===== src/rtl/bram_fifo_pkg.sv =====
// Shared constants and width helpers for the BRAM-backed show-ahead FIFO.
// Optional level/almost_full outputs are enabled with BRAM_FIFO_LEVEL_EN.
package bram_fifo_pkg;

   localparam int unsigned PREFETCH_DEPTH = 3;
   localparam int unsigned OCC_W          = 2;

   function automatic int unsigned ptr_width(input int unsigned addr_w);
      return addr_w + 1;
   endfunction

   function automatic int unsigned level_width(input int unsigned addr_w);
      return addr_w + 2;
   endfunction

endpackage


===== src/rtl/fifo_prefetch_q.sv =====
// Three-entry register queue holding words already read out of the BRAM.
// The head entry drives the FIFO output directly, so m_data is registered.
module fifo_prefetch_q
   import bram_fifo_pkg::*;
#(
   parameter int unsigned DATA = 8
) (
   input  logic             clk,
   input  logic             rst_n,
   input  logic             push,
   input  logic [DATA-1:0]  push_data,
   input  logic             pop,
   output logic [OCC_W-1:0] occ,
   output logic [DATA-1:0]  head
);

   typedef logic [OCC_W-1:0] idx_t;

   logic [DATA-1:0] mem_q [PREFETCH_DEPTH];
   idx_t            wr_idx_q;
   idx_t            rd_idx_q;
   idx_t            occ_q;
   logic            pop_ok;

   function automatic idx_t idx_inc(input idx_t idx);
      return (idx == idx_t'(PREFETCH_DEPTH - 1)) ? '0 : idx + idx_t'(1);
   endfunction

   assign pop_ok = pop && (occ_q != '0);

   always_ff @(posedge clk or negedge rst_n) begin
      if (!rst_n) begin
         for (int i = 0; i < PREFETCH_DEPTH; i++) begin
            mem_q[i] <= '0;
         end
         wr_idx_q <= '0;
         rd_idx_q <= '0;
         occ_q    <= '0;
      end else begin
         if (push) begin
            mem_q[wr_idx_q] <= push_data;
            wr_idx_q        <= idx_inc(wr_idx_q);
         end
         if (pop_ok) begin
            rd_idx_q <= idx_inc(rd_idx_q);
         end
         occ_q <= occ_q + idx_t'(push) - idx_t'(pop_ok);
      end
   end

   assign occ  = occ_q;
   assign head = mem_q[rd_idx_q];

endmodule


===== src/rtl/bram_fifo_ctrl.sv =====
// Show-ahead FIFO controller sequencing an external two-port BRAM as storage.
// Define BRAM_FIFO_LEVEL_EN to add the registered level and almost_full outputs.
module bram_fifo_ctrl
   import bram_fifo_pkg::*;
#(
   parameter int unsigned DATA      = 8,
   parameter int unsigned ADDR      = 6,
   parameter int unsigned AF_THRESH = 2 ** ADDR
) (
   input  logic                          clk,
   input  logic                          rst_n,
   input  logic                          s_valid,
   output logic                          s_ready,
   input  logic [DATA-1:0]               s_data,
   output logic                          m_valid,
   input  logic                          m_ready,
   output logic [DATA-1:0]               m_data,
   output logic                          ram_we,
   output logic [ADDR-1:0]               ram_waddr,
   output logic [DATA-1:0]               ram_wdata,
   output logic [ADDR-1:0]               ram_raddr,
   input  logic [DATA-1:0]               ram_rdata
`ifdef BRAM_FIFO_LEVEL_EN
   ,
   output logic [level_width(ADDR)-1:0] level,
   output logic                          almost_full
`endif
);

   localparam int unsigned PW = ptr_width(ADDR);
   localparam int unsigned LW = level_width(ADDR);

   typedef logic [PW-1:0] ptr_t;

   ptr_t             wr_ptr_q, wr_ptr_d;
   ptr_t             rd_ptr_q, rd_ptr_d;
   ptr_t             ram_cnt, ram_cnt_d;
   logic             s_ready_q;
   logic             inflight_q, inflight_d;
   logic             accept, fetch, pop;
   logic [OCC_W-1:0] occ;

   assign ram_cnt = wr_ptr_q - rd_ptr_q;
   assign accept  = s_valid & s_ready_q;
   assign pop     = m_valid & m_ready;
   // Issue only when the fetched word is guaranteed a free prefetch slot.
   assign fetch   = (ram_cnt != '0) &&
                    ((32'(occ) + 32'(inflight_q)) < PREFETCH_DEPTH);

   always_comb begin
      wr_ptr_d   = wr_ptr_q + ptr_t'(accept);
      rd_ptr_d   = rd_ptr_q + ptr_t'(fetch);
      ram_cnt_d  = wr_ptr_d - rd_ptr_d;
      inflight_d = fetch;
   end

   always_ff @(posedge clk or negedge rst_n) begin
      if (!rst_n) begin
         wr_ptr_q   <= '0;
         rd_ptr_q   <= '0;
         inflight_q <= 1'b0;
         s_ready_q  <= 1'b0;
      end else begin
         wr_ptr_q   <= wr_ptr_d;
         rd_ptr_q   <= rd_ptr_d;
         inflight_q <= inflight_d;
         // MSB of the occupancy is set only when the RAM holds 2**ADDR words.
         s_ready_q  <= ~ram_cnt_d[ADDR];
      end
   end

   fifo_prefetch_q #(
      .DATA (DATA)
   ) u_prefetch_q (
      .clk       (clk),
      .rst_n     (rst_n),
      .push      (inflight_q),
      .push_data (ram_rdata),
      .pop       (pop),
      .occ       (occ),
      .head      (m_data)
   );

   assign s_ready   = s_ready_q;
   assign m_valid   = (occ != '0);
   assign ram_we    = accept;
   assign ram_waddr = wr_ptr_q[ADDR-1:0];
   assign ram_wdata = s_data;
   assign ram_raddr = rd_ptr_q[ADDR-1:0];

`ifdef BRAM_FIFO_LEVEL_EN
   logic [OCC_W-1:0] occ_d;
   logic [LW-1:0]    level_q, level_d;
   logic             almost_full_q;

   assign occ_d   = occ + OCC_W'(inflight_q) - OCC_W'(pop);
   assign level_d = LW'(ram_cnt_d) + LW'(inflight_d) + LW'(occ_d);

   always_ff @(posedge clk or negedge rst_n) begin
      if (!rst_n) begin
         level_q       <= '0;
         almost_full_q <= 1'b0;
      end else begin
         level_q       <= level_d;
         almost_full_q <= (32'(level_d) >= AF_THRESH);
      end
   end

   assign level       = level_q;
   assign almost_full = almost_full_q;
`else
   logic unused_af_thresh;
   assign unused_af_thresh = (AF_THRESH != 0);
`endif

endmodule


===== config.mk =====
export PLATFORM = sky130hd
export DESIGN_NAME = bram_fifo_ctrl
export DESIGN_NICKNAME = d
export VERILOG_FILES = /design/src/rtl/bram_fifo_pkg.sv /design/src/rtl/fifo_prefetch_q.sv /design/src/rtl/bram_fifo_ctrl.sv
export SDC_FILE = /design/constraint.sdc
export NUM_CORES = 1
export LEC_CHECK = 0
export CAP_MARGIN = 25
export CORE_MARGIN = 2
export CORE_UTILIZATION = 51
export CTS_CLUSTER_DIAMETER = 50
export DETAILED_ROUTE_END_ITERATION = 16
export PLACE_DENSITY = 0.81
export SETUP_SLACK_MARGIN = 0.02
export SYNTH_ARGS = -nofsm -noshare
export SYNTH_HDL_FRONTEND = slang
export SYNTH_SLANG_ARGS = --single-unit

===== constraint.sdc =====
create_clock -name clk -period 4.48 [get_ports clk]
set_input_delay 0.896 -clock clk [delete_from_list [all_inputs] [get_ports clk]]
set_output_delay 0.896 -clock clk [all_outputs]
set_load 0.05 [all_outputs]

==> impl_metrics.tcl <==
set metrics [dict create \
    ys_warn_count 0 \
    cts_tree "yes" \
    clock-root-buffer "clkbuf_8" \
    totalWireLength_um 4520 \
    worstPathBufferInverterCount 1 \
    ys_ff_latch 46 \
    drt-vias-per-instance 5.30 \
    cp_slowest_cell "or4b_1" \
    fin_crit_ns 3.47 \
    setup_viol 0 \
    r2r_cells 14 \
    cp_cell_sequence "inv_1 > ha_1 > or4b_1 > a21oi_1 > o22ai_1 > o31a_1 > ha_1 > nand3_1 > nor3_1 > xnor2_1 > ha_1 > a21o_1 > a31oi_1 > xor2_1" \
    grt_usage 0.184 \
    grt_max_degree 47 \
    core_um2 4720 \
    status "completed" \
    fillCellCount 396 \
    final_cell_mix "dfrtp_1, clkdlybuf4s50_1, mux2_2" \
    synth_edf_count 0 \
    htreeDepth 2 \
    layout-drive-gt1-share 0.152 \
    synth_cell_types 32 \
    max_stage_delay_ns 0.55 \
    tns_ns 0 \
    drv_slew 0 \
    yosys_most_used_dff "dfrtp_1" \
    dieHeight_um 73.9 \
    ctsLongestPathBuffers 2 \
    port_buffers 34 \
    antenna_found_initial 0 \
    endpoint_kind "flop" \
    firstDrtPassIters 4 \
    clk_pin_slew_ns 0.09 \
    synthesis.nets 263 \
    path_delay_family "compound AO/OA/AOI/OAI gates" \
    min-delay-path-class "input pin to asynchronous set/reset pin" \
    syn_area_um2 2490 \
    cp_num_cells 14 \
    synthToLayoutAreaGrowth_pct 14.5 \
    grt_pass1_vias 1663 \
    initialDrtViolationCount 65 \
    num_vias 1642 \
    hpwl_um 3260 \
    grt_pass1_wl_um 7510 \
    synth-async-reset-ratio 1.00 \
    die_area_um2 5460 \
    post-route-period-util 0.775 \
    maxCapViolations 0 \
    crit_top_cell "ha_1" \
    syn_inst 224 \
    start_util 0.527 \
    hold_viol 0 \
    cts.repair.resized 0 \
    cts.sinks 46 \
    cts-hold-fix-buffers 0 \
    num_antenna_cells 0 \
    worstPathMaxFanout 6 \
    final_common_cell "dfrtp_1" \
    required_ns 4.71 \
    worstMarginPinSlew_ns 0.765 \
    max_freq_mhz 288 \
    synth_area_per_cell_um2 11.1 \
    cts-buffers-inserted 5 \
    post-route-drc-count 0 \
    arrival_ns 3.70 \
    grt_overflow 0 \
    place.gp.congestion 0.872 \
    worstSetupPathType "flop to flop" \
    wl_per_cell_um 14.6 \
    rows 25 \
    rsz0062_at_grt "false" \
    ant_nets 0 \
    relSlewSlack 0.487 \
    startpoint_type "flop" \
    chipWidth_um 73.9 \
    cts_setup_buffers 0 \
    io_pins 51 \
    fin_skew_ns 0.00646 \
    clk-insertion-delay-late_ns 0.31 \
    final_nets 281 \
    yosysSeqAreaShare 0.462 \
]
state kept, by name, indices dropped and copies added (netlist names):
| register | cells |
|---|---|
| u_prefetch_q.mem_q | 24 |
| s_ready | 1 |
| rd_ptr_q | 7 |
| u_prefetch_q.occ | 2 |
| inflight_q | 1 |
| u_prefetch_q.wr_idx_q | 2 |
| u_prefetch_q.rd_idx_q | 2 |
| wr_ptr_q | 7 |
cells in the mapped netlist, types with 2 or more instances:
library cell	count	area, um2
inv_1	18	67.6
dfrtp_1	46	1150
nor3_2	2	20.0
mux2i_1	9	90.1
mux2_2	24	270
a21o_1	3	22.5
xor2_1	4	35.0
a21oi_1	5	25.0
nor2_1	3	11.3
xnor2_1	11	96.3
nand2b_1	3	18.8
buf_2	2	10.0
nor3_1	3	15.0
nand2_1	15	56.3
nand3_1	7	35.0
buf_4	20	150
clkbuf_1	2	7.51
and3_1	2	12.5
ha_1	19	238
o21ai_0	14	70.1
routing by layer:
layer | wire (um) | vias to the layer above | global-route usage | share of wire
met3 | 212 | 10 | 0.0439 | 0.047
li1 | - | 786 | - | -
met4 | 78 | 0 | 0.0788 | 0.017
met5 | 0 | - | 0 | 0
met2 | 2140 | 43 | 0.311 | 0.47
met1 | 2080 | 803 | 0.225 | 0.46
cell families after synthesis:
logic type | Yosys count | synth area share
muxes | 33 | 0.145
AOI/OAI and AO/OA | 28 | 0.0653
DFF | 46 | 0.462
buffers and inverters | 42 | 0.0945
adders and majority gates | 19 | 0.0955
xor gates and xnor gates | 15 | 0.0528
and+or+nand+nor | 41 | 0.0849
area by class of cell:
class | instances | area, um2 | share of cell area
inverters | 18 | 67.6 | 0.0237
flip-flops and latches | 46 | 1150 | 0.404
clock buffers | 5 | 68.8 | 0.0241
clock inverters | 3 | 21.3 | 0.00746
repair buffers | 35 | 355 | 0.125
multi-input cells | 136 | 1100 | 0.387
well taps | 67 | 83.8 | 0.0294
per-stage QoR:
step	cells	hold slack (ns)	setup slack, ns	utilization	instance area, um2
detailed placement	301	0.493	1.08	0.580	2740
global placement	301	0.486	1.20	0.580	2740
finish	310	0.466	1.01	0.604	2850
CTS	309	0.515	1.03	0.599	2830
global route	310	0.482	0.759	0.604	2850
floorplan	224	0.465	1.38	-	2490
path summary, 6_finish.rpt:
check / end / from / slack, ns
max: s_ready$_DFF_PN0_ / rd_ptr_q[4]$_DFF_PN0_ / 1.01
min: u_prefetch_q.mem_q[23]$_DFFE_PN0P_ / rst_n / 0.47
max reg2reg: s_ready$_DFF_PN0_ / rd_ptr_q[4]$_DFF_PN0_ / 1.01
min reg2reg: u_prefetch_q.occ[1]$_DFF_PN0_ / u_prefetch_q.occ[1]$_DFF_PN0_ / 0.51
max in group asynchronous: rd_ptr_q[4]$_DFF_PN0_ / rst_n / 3.53
min in group clk: u_prefetch_q.occ[1]$_DFF_PN0_ / u_prefetch_q.occ[1]$_DFF_PN0_ / 0.51
worst register-to-register path, stage by stage, from the launching register on:
cell,delay (ns)
dfrtp_1,0.38
inv_1,0.15
ha_1,0.32
or4b_1,0.55
a21oi_1,0.17
o22ai_1,0.08
o31a_1,0.26
ha_1,0.21
nand3_1,0.12
nor3_1,0.08
xnor2_1,0.20
ha_1,0.30
a21o_1,0.20
a31oi_1,0.21
xor2_1,0.18
Power is not shown: default switching activity piles up to over one toggle a cycle in this logic, so the estimate is an artifact.
